===== config.mk =====
export PLATFORM = sky130hd
export DESIGN_NAME = fabric_rr_arbiter_flat
export DESIGN_NICKNAME = d
export VERILOG_FILES = /design/src/rtl/fabric_rr_arbiter_if.sv /design/src/rtl/fabric_rr_arbiter.sv /design/src/flat_wrapper.sv
export SDC_FILE = /design/constraint.sdc
export NUM_CORES = 1
export LEC_CHECK = 0
export ABC_AREA = 1
export CORE_AREA = 2 2 271 273
export CTS_CLUSTER_SIZE = 14
export DETAILED_ROUTE_END_ITERATION = 10
export DIE_AREA = 0 0 273 275
export HOLD_SLACK_MARGIN = 0.05
export PLACE_DENSITY_LB_ADDON = 0.12
export SLEW_MARGIN = 15
export SYNTH_ARGS = -nofsm -noshare
export SYNTH_HDL_FRONTEND = slang
export SYNTH_SLANG_ARGS = --single-unit

===== constraint.sdc =====
create_clock -name clk -period 3 [get_ports clk]
set_clock_uncertainty 0.15 [all_clocks]
set_input_delay 0.45 -clock clk [delete_from_list [all_inputs] [get_ports clk]]
set_output_delay 0.45 -clock clk [all_outputs]
set_load 0.005 [all_outputs]

===== src/rtl/fabric_rr_arbiter_if.sv =====
// Fabric request/response bundle carrying N packed lanes.
// Upstream side of the arbiter uses N = master count; downstream side uses N = 1
// with the widened id.
interface fabric_rr_arbiter_if #(
    parameter int N      = 1,
    parameter int ADDR_W = 32,
    parameter int DATA_W = 32,
    parameter int ID_W   = 4,
    parameter int OP_W   = 8,
    parameter int SIZE_W = 3,
    parameter int ATTR_W = 8,
    parameter int CODE_W = 8
);
    logic [N-1:0]            req_valid;
    logic [N-1:0]            req_ready;
    logic [N*OP_W-1:0]       req_op;
    logic [N*ADDR_W-1:0]     req_addr;
    logic [N*DATA_W-1:0]     req_wdata;
    logic [N*(DATA_W/8)-1:0] req_wstrb;
    logic [N*SIZE_W-1:0]     req_size;
    logic [N*ATTR_W-1:0]     req_attr;
    logic [N*ID_W-1:0]       req_id;

    logic [N-1:0]            rsp_valid;
    logic [N-1:0]            rsp_ready;
    logic [N*DATA_W-1:0]     rsp_rdata;
    logic [N*CODE_W-1:0]     rsp_code;
    logic [N*ID_W-1:0]       rsp_id;

    // Requester side: issues requests, consumes responses.
    modport master (
        output req_valid, req_op, req_addr, req_wdata, req_wstrb, req_size, req_attr, req_id,
        input  req_ready,
        input  rsp_valid, rsp_rdata, rsp_code, rsp_id,
        output rsp_ready
    );

    // Target side: accepts requests, produces responses.
    modport slave (
        input  req_valid, req_op, req_addr, req_wdata, req_wstrb, req_size, req_attr, req_id,
        output req_ready,
        output rsp_valid, rsp_rdata, rsp_code, rsp_id,
        input  rsp_ready
    );
endinterface


===== src/rtl/fabric_rr_arbiter.sv =====
// N-to-1 round-robin fabric arbiter. Master index is prepended to the request id
// so responses can be routed back; each master has a cap on in-flight requests.
module fabric_rr_arbiter #(
    parameter int N_MASTERS = 4,
    parameter int ADDR_W    = 32,
    parameter int DATA_W    = 32,
    parameter int ID_W      = 4,
    parameter int OP_W      = 8,
    parameter int SIZE_W    = 3,
    parameter int ATTR_W    = 8,
    parameter int CODE_W    = 8,
    parameter int MAX_OUTST = 4
) (
    input  logic                clk,
    input  logic                rst_n,
    fabric_rr_arbiter_if.slave  m,
    fabric_rr_arbiter_if.master ds,
    output logic                err_bad_rsp
);
    localparam int IDX_W  = $clog2(N_MASTERS);
    localparam int DID_W  = ID_W + IDX_W;
    localparam int CNT_W  = $clog2(MAX_OUTST + 1);
    localparam int STRB_W = DATA_W / 8;
    localparam logic [CNT_W-1:0] CNT_MAX = CNT_W'(MAX_OUTST);
    localparam logic [IDX_W:0]   N_EXT   = (IDX_W+1)'(N_MASTERS);

    logic [IDX_W-1:0] ptr_q, ptr_d;
    logic [IDX_W-1:0] grant_q, grant_d;
    logic             locked_q, locked_d;
    logic [CNT_W-1:0] cnt_q [N_MASTERS];
    logic [CNT_W-1:0] cnt_d [N_MASTERS];
    logic             err_q, err_d;

    logic [N_MASTERS-1:0] elig;
    logic [IDX_W-1:0]     sel;
    logic                 any_elig;
    logic                 ds_valid;
    logic                 req_fire;
    logic [ID_W-1:0]      sel_id;
    logic [IDX_W-1:0]     rsp_idx;
    logic                 rsp_routable;
    logic                 rsp_ready;
    logic                 rsp_fire;

    // Round-robin pick starting just after ptr; a locked grant overrides the scan
    // so a stalled downstream request stays stable.
    always_comb begin
        logic [IDX_W:0] cand;
        cand     = '0;
        sel      = grant_q;
        any_elig = 1'b0;
        for (int i = 0; i < N_MASTERS; i++) begin
            elig[i] = m.req_valid[i] && (cnt_q[i] < CNT_MAX);
        end
        if (!locked_q) begin
            sel = '0;
            // Scan from farthest to nearest so the nearest eligible index wins.
            for (int k = N_MASTERS; k >= 1; k--) begin
                cand = {1'b0, ptr_q} + (IDX_W+1)'(k);
                if (cand >= N_EXT) begin
                    cand = cand - N_EXT;
                end
                for (int i = 0; i < N_MASTERS; i++) begin
                    if (cand[IDX_W-1:0] == IDX_W'(i) && elig[i]) begin
                        sel      = IDX_W'(i);
                        any_elig = 1'b1;
                    end
                end
            end
        end
    end

    // Steer the selected master onto the downstream request and return its ready.
    always_comb begin
        ds_valid     = 1'b0;
        sel_id       = '0;
        ds.req_op    = '0;
        ds.req_addr  = '0;
        ds.req_wdata = '0;
        ds.req_wstrb = '0;
        ds.req_size  = '0;
        ds.req_attr  = '0;
        for (int i = 0; i < N_MASTERS; i++) begin
            if (sel == IDX_W'(i)) begin
                ds_valid     = locked_q ? m.req_valid[i] : any_elig;
                sel_id       = m.req_id[i*ID_W +: ID_W];
                ds.req_op    = m.req_op[i*OP_W +: OP_W];
                ds.req_addr  = m.req_addr[i*ADDR_W +: ADDR_W];
                ds.req_wdata = m.req_wdata[i*DATA_W +: DATA_W];
                ds.req_wstrb = m.req_wstrb[i*STRB_W +: STRB_W];
                ds.req_size  = m.req_size[i*SIZE_W +: SIZE_W];
                ds.req_attr  = m.req_attr[i*ATTR_W +: ATTR_W];
            end
        end
        ds_valid     = ds_valid && rst_n;
        ds.req_valid = ds_valid;
        ds.req_id    = {sel, sel_id};
        req_fire     = ds_valid && ds.req_ready;
        for (int i = 0; i < N_MASTERS; i++) begin
            m.req_ready[i] = req_fire && (sel == IDX_W'(i));
        end
    end

    // Route the downstream response by its id prefix; unroutable ones are sunk.
    always_comb begin
        rsp_idx      = ds.rsp_id[DID_W-1:ID_W];
        rsp_routable = {1'b0, rsp_idx} < N_EXT;
        rsp_ready    = !rsp_routable;
        for (int i = 0; i < N_MASTERS; i++) begin
            m.rsp_valid[i] = rst_n && ds.rsp_valid && rsp_routable && (rsp_idx == IDX_W'(i));
            if (rsp_routable && rsp_idx == IDX_W'(i)) begin
                rsp_ready = m.rsp_ready[i];
            end
        end
        rsp_ready    = rsp_ready && rst_n;
        ds.rsp_ready = rsp_ready;
        rsp_fire     = ds.rsp_valid && rsp_ready;
    end

    assign m.rsp_rdata  = {N_MASTERS{ds.rsp_rdata}};
    assign m.rsp_code   = {N_MASTERS{ds.rsp_code}};
    assign m.rsp_id     = {N_MASTERS{ds.rsp_id[ID_W-1:0]}};
    assign err_bad_rsp  = err_q;

    // Next-state for pointer, lock, per-master in-flight counters and error flag.
    always_comb begin
        logic inc, dec;
        inc      = 1'b0;
        dec      = 1'b0;
        ptr_d    = ptr_q;
        grant_d  = grant_q;
        locked_d = locked_q;
        err_d    = rsp_fire && !rsp_routable;
        for (int i = 0; i < N_MASTERS; i++) begin
            inc      = req_fire && (sel == IDX_W'(i));
            dec      = rsp_fire && rsp_routable && (rsp_idx == IDX_W'(i));
            cnt_d[i] = cnt_q[i];
            if (dec && cnt_q[i] == '0) begin
                err_d = 1'b1;
            end
            if (inc && !dec && cnt_q[i] != CNT_MAX) begin
                cnt_d[i] = cnt_q[i] + 1'b1;
            end else if (dec && !inc && cnt_q[i] != '0) begin
                cnt_d[i] = cnt_q[i] - 1'b1;
            end
        end
        if (req_fire) begin
            ptr_d    = sel;
            locked_d = 1'b0;
        end else if (ds_valid) begin
            locked_d = 1'b1;
            grant_d  = sel;
        end
    end

    // State registers; reset leaves ptr at N-1 so master 0 wins first.
    always_ff @(posedge clk or negedge rst_n) begin
        if (!rst_n) begin
            ptr_q    <= IDX_W'(N_MASTERS - 1);
            grant_q  <= '0;
            locked_q <= 1'b0;
            err_q    <= 1'b0;
            for (int i = 0; i < N_MASTERS; i++) begin
                cnt_q[i] <= '0;
            end
        end else begin
            ptr_q    <= ptr_d;
            grant_q  <= grant_d;
            locked_q <= locked_d;
            err_q    <= err_d;
            for (int i = 0; i < N_MASTERS; i++) begin
                cnt_q[i] <= cnt_d[i];
            end
        end
    end
endmodule


===== src/flat_wrapper.sv =====
// flat-port wrapper written by rule: the top's interface ports become plain ports
module fabric_rr_arbiter_flat 
#(
    parameter int N_MASTERS = 4,
    parameter int ADDR_W    = 32,
    parameter int DATA_W    = 32,
    parameter int ID_W      = 4,
    parameter int OP_W      = 8,
    parameter int SIZE_W    = 3,
    parameter int ATTR_W    = 8,
    parameter int CODE_W    = 8,
    parameter int MAX_OUTST = 4
)
  (clk, rst_n, err_bad_rsp, m_req_valid, m_req_op, m_req_addr, m_req_wdata, m_req_wstrb, m_req_size, m_req_attr, m_req_id, m_req_ready, m_rsp_valid, m_rsp_rdata, m_rsp_code, m_rsp_id, m_rsp_ready, ds_req_valid, ds_req_op, ds_req_addr, ds_req_wdata, ds_req_wstrb, ds_req_size, ds_req_attr, ds_req_id, ds_req_ready, ds_rsp_valid, ds_rsp_rdata, ds_rsp_code, ds_rsp_id, ds_rsp_ready);
  fabric_rr_arbiter_if #(.N(4), .ID_W(ID_W), .ADDR_W(ADDR_W), .DATA_W(DATA_W), .OP_W(OP_W), .SIZE_W(SIZE_W), .ATTR_W(ATTR_W), .CODE_W(CODE_W)) m_i ();
  fabric_rr_arbiter_if #(.N(1), .ID_W(ID_W), .ADDR_W(ADDR_W), .DATA_W(DATA_W), .OP_W(OP_W), .SIZE_W(SIZE_W), .ATTR_W(ATTR_W), .CODE_W(CODE_W)) ds_i ();
  input  logic clk;
  input  logic rst_n;
  output logic err_bad_rsp;
  input wire logic [$bits(m_i.req_valid)-1:0] m_req_valid;
  input wire logic [$bits(m_i.req_op)-1:0] m_req_op;
  input wire logic [$bits(m_i.req_addr)-1:0] m_req_addr;
  input wire logic [$bits(m_i.req_wdata)-1:0] m_req_wdata;
  input wire logic [$bits(m_i.req_wstrb)-1:0] m_req_wstrb;
  input wire logic [$bits(m_i.req_size)-1:0] m_req_size;
  input wire logic [$bits(m_i.req_attr)-1:0] m_req_attr;
  input wire logic [$bits(m_i.req_id)-1:0] m_req_id;
  output wire logic [$bits(m_i.req_ready)-1:0] m_req_ready;
  output wire logic [$bits(m_i.rsp_valid)-1:0] m_rsp_valid;
  output wire logic [$bits(m_i.rsp_rdata)-1:0] m_rsp_rdata;
  output wire logic [$bits(m_i.rsp_code)-1:0] m_rsp_code;
  output wire logic [$bits(m_i.rsp_id)-1:0] m_rsp_id;
  input wire logic [$bits(m_i.rsp_ready)-1:0] m_rsp_ready;
  output wire logic [$bits(ds_i.req_valid)-1:0] ds_req_valid;
  output wire logic [$bits(ds_i.req_op)-1:0] ds_req_op;
  output wire logic [$bits(ds_i.req_addr)-1:0] ds_req_addr;
  output wire logic [$bits(ds_i.req_wdata)-1:0] ds_req_wdata;
  output wire logic [$bits(ds_i.req_wstrb)-1:0] ds_req_wstrb;
  output wire logic [$bits(ds_i.req_size)-1:0] ds_req_size;
  output wire logic [$bits(ds_i.req_attr)-1:0] ds_req_attr;
  output wire logic [$bits(ds_i.req_id)-1:0] ds_req_id;
  input wire logic [$bits(ds_i.req_ready)-1:0] ds_req_ready;
  input wire logic [$bits(ds_i.rsp_valid)-1:0] ds_rsp_valid;
  input wire logic [$bits(ds_i.rsp_rdata)-1:0] ds_rsp_rdata;
  input wire logic [$bits(ds_i.rsp_code)-1:0] ds_rsp_code;
  input wire logic [$bits(ds_i.rsp_id)-1:0] ds_rsp_id;
  output wire logic [$bits(ds_i.rsp_ready)-1:0] ds_rsp_ready;
  assign m_i.req_valid = m_req_valid;
  assign m_i.req_op = m_req_op;
  assign m_i.req_addr = m_req_addr;
  assign m_i.req_wdata = m_req_wdata;
  assign m_i.req_wstrb = m_req_wstrb;
  assign m_i.req_size = m_req_size;
  assign m_i.req_attr = m_req_attr;
  assign m_i.req_id = m_req_id;
  assign m_req_ready = m_i.req_ready;
  assign m_rsp_valid = m_i.rsp_valid;
  assign m_rsp_rdata = m_i.rsp_rdata;
  assign m_rsp_code = m_i.rsp_code;
  assign m_rsp_id = m_i.rsp_id;
  assign m_i.rsp_ready = m_rsp_ready;
  assign ds_req_valid = ds_i.req_valid;
  assign ds_req_op = ds_i.req_op;
  assign ds_req_addr = ds_i.req_addr;
  assign ds_req_wdata = ds_i.req_wdata;
  assign ds_req_wstrb = ds_i.req_wstrb;
  assign ds_req_size = ds_i.req_size;
  assign ds_req_attr = ds_i.req_attr;
  assign ds_req_id = ds_i.req_id;
  assign ds_i.req_ready = ds_req_ready;
  assign ds_i.rsp_valid = ds_rsp_valid;
  assign ds_i.rsp_rdata = ds_rsp_rdata;
  assign ds_i.rsp_code = ds_rsp_code;
  assign ds_i.rsp_id = ds_rsp_id;
  assign ds_rsp_ready = ds_i.rsp_ready;
  fabric_rr_arbiter #(.N_MASTERS(N_MASTERS), .ADDR_W(ADDR_W), .DATA_W(DATA_W), .ID_W(ID_W), .OP_W(OP_W), .SIZE_W(SIZE_W), .ATTR_W(ATTR_W), .CODE_W(CODE_W), .MAX_OUTST(MAX_OUTST)) u_core (.clk(clk), .rst_n(rst_n), .m(m_i), .ds(ds_i), .err_bad_rsp(err_bad_rsp));
endmodule

* Word-level counts from Yosys, hierarchy flattened *
Index checks and enable logic that the tools add are counted.

operators by class
  add/subtract/negate cells = 12
  $lt $le $gt $ge = 8
  equal/unequal tests = 19
  mux-type cells = 78
  bitwise gates (word level) = 1
  reduce and logical (&&, ||, !) cells = 37

operators with widths
  cell                                                      number
  2-to-1 mux 32 bit                                         8
  2-to-1 mux 8 bit                                          8
  2-to-1 mux 2 bit                                          23
  2-to-1 mux 4 bit                                          8
  logical AND 1 bit                                         30
  2-to-1 mux 1 bit                                          27
  == test 2 bit, second input constant                      10
  adder 3 x 1 -> 3 bit, second input constant               4
  greater-or-equal comparator 3 bit, second input constant  4
  less-than comparator 3 bit, second input constant         4
  2-to-1 mux 3 bit                                          4
  != test 3 bit, second input constant                      4
  == test 2 x 1 -> 1 bit, second input constant             5
  logical NOT 2 bit                                         5
  subtractor 2 x 1 -> 2 bit, second input constant          4
  adder 2 x 2 -> 3 bit, second input constant               2
  adder 2 x 1 -> 3 bit, second input constant               1
  adder 2 x 3 -> 3 bit, second input constant               1
  AND reduction 2 bit                                       1
  nonzero test 2 bit                                        1
  inverter 1 bit                                            1

storage, ports and cells
  flip-flop bits (word level) = 17
  input port bits = 420
  output and inout port bits = 278

* Logic depth before layout (Yosys ltp) *
  depth in word-level cells = 31
  mapped depth = 21
  depth with buffers taken out = 20

* Least setup slack after synthesis *
OpenSTA, ideal clock, no wires.

  path type = flip-flop to output port
  from = register u_core.ptr_q[1]
  to = output ds_req_addr[10]
  data arrival time = 1.961 ns
  data required time = 2.400 ns
  slack = 0.439 ns
  cell stages (with the launch flop) = 20
  path buffers = 2
  cell sequence = dfstp_2 inv_2 nor2_2 nand2_1 nand2_1 nand2_1 nand2_1 nand2_1 nand2_1 nand2_1 nand2_1 nand2_1 nand2_1 nand2_1 nand2_4 nand2_2 buf_6 buf_2 nand3_1 nand4_1

on the way
  longest elaborated chain between the ends = 27
  elaborated cells between the ends (all ways) = 74
  classes of those cells = 8 x add/sub; 4 x order compare; 15 x eq/ne; 28 x mux; 19 x reduce/logical

ends and longest elaborated chain
  item                                                                                   line                                              text
  start, declared                                                                        fabric_rr_arbiter.sv:27                           logic [IDX_W-1:0] ptr_q, ptr_d;
  start signal, assigned                                                                 fabric_rr_arbiter.sv:159                          ptr_q <= IDX_W'(N_MASTERS - 1);
  start signal, assigned                                                                 fabric_rr_arbiter.sv:167                          ptr_q <= ptr_d;
  adder 2 x 3 -> 3 bit                                                                   fabric_rr_arbiter.sv:59                           cand = {1'b0, ptr_q} + (IDX_W+1)'(k);
  greater-or-equal comparator 3 bit / subtractor 2 x 1 -> 2 bit (equally long branches)  fabric_rr_arbiter.sv:60, fabric_rr_arbiter.sv:61
  2-to-1 mux 2 bit                                                                       fabric_rr_arbiter.sv:60                           if (cand >= N_EXT) begin
  2-to-1 mux 2 bit                                                                       fabric_rr_arbiter.sv:55                           if (!locked_q) begin
  == test 2 x 1 -> 1 bit                                                                 fabric_rr_arbiter.sv:64                           if (cand[IDX_W-1:0] == IDX_W'(i) && elig[i]) begin
  logical AND 1 bit                                                                      fabric_rr_arbiter.sv:64
  2-to-1 mux 1 bit                                                                       fabric_rr_arbiter.sv:64
  2-to-1 mux 2 bit (13 in a row)                                                         fabric_rr_arbiter.sv:64
  2-to-1 mux 2 bit (*)                                                                   fabric_rr_arbiter.sv:64
  2-to-1 mux 2 bit (*)                                                                   fabric_rr_arbiter.sv:55
  logical NOT 2 bit                                                                      fabric_rr_arbiter.sv:84                           if (sel == IDX_W'(i)) begin
  2-to-1 mux 32 bit (3 in a row)                                                         fabric_rr_arbiter.sv:84
  2-to-1 mux 32 bit (*)                                                                  fabric_rr_arbiter.sv:84
  end, declared                                                                          flat_wrapper.sv:36                                output wire logic [$bits(ds_i.req_addr)-1:0] ds_req_addr;

Every way passes the cells marked *; elsewhere a longest branch is shown, timed or not. The select of a mux whose other input is x is not followed.

* Worst setup path after layout *
  from = register u_core.ptr_q[0]
  to = output ds_req_wdata[26]

on the way
  longest elaborated chain between the ends = 27
  elaborated cells between the ends (all ways) = 74
  classes of those cells = 8 x add/sub; 4 x order compare; 15 x eq/ne; 28 x mux; 19 x reduce/logical

ends and longest elaborated chain
  item                                                                                   line                                              text
  adder 2 x 3 -> 3 bit                                                                   fabric_rr_arbiter.sv:59
  greater-or-equal comparator 3 bit / subtractor 2 x 1 -> 2 bit (equally long branches)  fabric_rr_arbiter.sv:60, fabric_rr_arbiter.sv:61
  2-to-1 mux 2 bit                                                                       fabric_rr_arbiter.sv:60
  2-to-1 mux 2 bit                                                                       fabric_rr_arbiter.sv:55
  == test 2 x 1 -> 1 bit                                                                 fabric_rr_arbiter.sv:64
  logical AND 1 bit                                                                      fabric_rr_arbiter.sv:64
  2-to-1 mux 1 bit                                                                       fabric_rr_arbiter.sv:64
  2-to-1 mux 2 bit (13 in a row)                                                         fabric_rr_arbiter.sv:64
  2-to-1 mux 2 bit (*)                                                                   fabric_rr_arbiter.sv:64
  2-to-1 mux 2 bit (*)                                                                   fabric_rr_arbiter.sv:55
  logical NOT 2 bit                                                                      fabric_rr_arbiter.sv:84
  2-to-1 mux 32 bit (3 in a row)                                                         fabric_rr_arbiter.sv:84
  2-to-1 mux 32 bit (*)                                                                  fabric_rr_arbiter.sv:84
  end, declared                                                                          flat_wrapper.sv:37                                output wire logic [$bits(ds_i.req_wdata)-1:0] ds_req_wdata;

Marks and branches as above.

==> results.ini <==
[clock_network]
cts_buffers = 3
clockRootBuffer = clkbuf_16
h-tree-depth = 1
cts_sinks = 17
ctsHoldBuffers = 0
clock_latency_ps = 250
cts_tree = built
path_clk_slew_ps = 60
cts_max_path_buffers = 2

[finish]
nFillCells = 8241
multi_input_area_um2 = 3880
area.sequential_um2 = 428
nets = 1765
area_growth_pct = 139
fin_area_um2 = 13400
drive_above_1_share_pct = 36.0

[die]
num_rows = 99
ios = 698
dieArea_um2 = 75100
start_util_pct = 7.73
core-area_um2 = 72300
die-width_um = 273
die_h_um = 275

[placement]
hpwl_um = 33800
place_area_um2 = 10700
preCtsSetupSlack_ps = -1040
port-buffer-count = 466
place_congestion = 0.832

[global_route]
grt_pass1_vias = 9225
antenna_found_initial = 5
grt_remaining_overflow = 0
grt_max_degree = 62
track_usage_pct = 12.1
grt_pass1_wl_um = 66700

[drt]
first_pass_iters = 4
vias = 8592
drcViolationCount = 0
ant_nets = 0
via_per_inst = 3.74
dr.first_iter.drc_count = 341
routed_wl_um = 49300
drt-wirelength-per-cell_um = 21.5

[logic_synthesis]
synth-edff-count = 0
synthCells = 905
syn_avg_cell_area_um2 = 6.18
async_flop_share_pct = 100
synth_seq_cells = 17
synth_area_um2 = 5600
synth_seq_area_share_pct = 7.65
yosys.cell_types.count = 32
yosysWarnings = 0
ys.flop_type = dfrtp_1

[timing]
rsz0062_at_grt = yes
fmax_ghz = 0.294
setup_ws_ps = -405
finalSetupViolations = 99
period_share_pct = 113
hold_viol_final = 0
period_needed_ps = 3400
maxSlewViolCount = 0
holdWs_ps = 360

[setup_path]
required_ps = 2400
crit_path_max_fanout = 7
path_class = reg -> out
critPathLaunchType = flop
worstPathArrival_ps = 2800
endpoint_kind = output pin

[run_status]
status = complete, but fails checks
violations = setup timing

[flow_run]
cap_violations = 0

[power]
p_leak_nw = 5.40
vdd_ir_drop_max_v = 0.000606
p_int_mw = 9.46
swShare_pct = 47.6
comb_power_share_pct = 96.0
clkPwrFrac_pct = 1.6
p_per_area_nw_per_um2 = 1350
power_frac_seq_pct = 2.4
p_switching_mw = 8.58

[hold_path]
hp-class = reg -> reg

flip-flops by register name (all words and copies together) (netlist names):
name	cells
u_core.cnt_q	12
u_core.grant_q	2
u_core.ptr_q	2
u_core.locked_q	1
power groups by stage:
stage | combinational (mW) | clock (mW) | sequential [mW]
after floorplan | 5.23 | 0 | 0.418
after global placement | 12.3 | 0 | 0.433
after detailed placement | 12.2 | 0 | 0.431
after CTS | 17.3 | 0.297 | 0.430
after global routing | 18.7 | 0.310 | 0.452
final | 17.3 | 0.284 | 0.431
synthesized netlist by cell type, drive strengths merged (6+ instances only):
master,instances,area share (%)
inv,32,2.1
ha,8,1.8
buf,247,31
clkbuf,27,1.8
nor3,6,0.54
nor2,14,1.2
o21ai,10,0.89
nand3,115,10
nand2,133,9.1
nand4,280,31
dfrtp,15,6.7
layout by cell type (no fill, tap or decap), types with 2 or more instances in the layout:
cell type and n:
a21oi_1 3, buf_12 48, buf_16 30, buf_2 89, buf_4 80, buf_6 44
buf_8 22, bufbuf_16 3, clkbuf_16 8, clkdlybuf4s15_2 2, clkdlybuf4s50_1 366, conb_1 6
dfrtp_1 15, dfstp_2 2, dlygate4sd2_1 6, ha_1 8, inv_1 22, inv_2 9
nand2_1 60, nand2_2 52, nand2_4 19, nand2_8 2, nand3_1 65, nand3_2 47
nand3_4 3, nand4_1 279, nor2_1 4, nor2_2 4, nor2_4 6, nor3_1 2
nor3_2 4, o21a_1 2, o21ai_0 4, o21ai_1 5, xnor2_1 2, xor2_1 4
final cells by class:
cell class / instances / area share (%)
clock buffer: 3 / 0.562
sequential: 17 / 3.20
multi-input combinational: 587 / 29.0
timing repair buffer: 695 / 57.0
clock inverter: 1 / 0.0562
tap: 959 / 8.98
antenna: 1 / 0.0187
inverter: 32 / 1.02
timing repair inverter: 1 / 0.122
kinds of logic after synthesis:
kind of cell	synth area share (%)
simple gates	52.6
compound gates	2.39
fa+ha+maj	1.79
buf+inv	34.5
flops	7.65
xor+xnor	0.939
other cells	0.0670
through the flow:
step | TNS, ps | utilization (%) | std cells | power [mW]
after global routing | -47530 | 18.5 | 2296 | 19.4
after detailed placement | -95010 | 14.8 | 2162 | 12.6
final | -29740 | 18.5 | 2296 | 18.0
after global placement | -98040 | 14.8 | 2162 | 12.8
after floorplan | 0 | - | 910 | 5.65
after CTS | -36760 | 18.1 | 2290 | 18.1
per-layer routing:
metal / vias up / share of wire [%] / global-route usage [%]
met3: 128 / 7.8 / 3.01
met5: - / 0.069 / 0
met1: 4029 / 37 / 13.2
met4: 6 / 5.0 / 5.95
li1: 4007 / - / -
met2: 422 / 50 / 21.9
worst paths after layout:
path	slack (ps)	endpoint	start	cells past startpoint
max in group asynchronous	1910	u_core.ptr_q[0]	rst_n	2
setup reg to reg	-20	u_core.cnt_q[8]	u_core.ptr_q[0]	22
hold reg to reg	360	u_core.ptr_q[0]	u_core.ptr_q[0]	2
min in group asynchronous	520	u_core.grant_q[0]	rst_n	2
hold / removal	360	u_core.ptr_q[0]	u_core.ptr_q[0]	2
setup / recovery	-400	ds_req_wdata[26]	u_core.ptr_q[0]	24
worst max-delay path: stages (launching register included):
cell and delay (ps):
dfstp_2 580, inv_2 60, nor2_4 140, nand2_2 80, nand2_2 50, nand2_1 40, nand2_1 50, nand2_1 40
nand2_1 50, nand2_1 50, nand2_1 50, nand2_1 50, nand2_1 50, nand2_1 50, nand2_1 70, nand2_2 80
nand2_8 130, a21oi_4 80, buf_12 150, buf_12 140, buf_12 130, buf_8 130, nand2_2 40, nand4_1 90
buf_2 150
what timing repair did:
item	CTS	global route
resized for setup	635	89
cloned	33	5
pin swaps	81	66
buffers inserted	93	13
endpoints found under the setup margin	105	102
No activity file was read; power rests on OpenSTA's default activity.
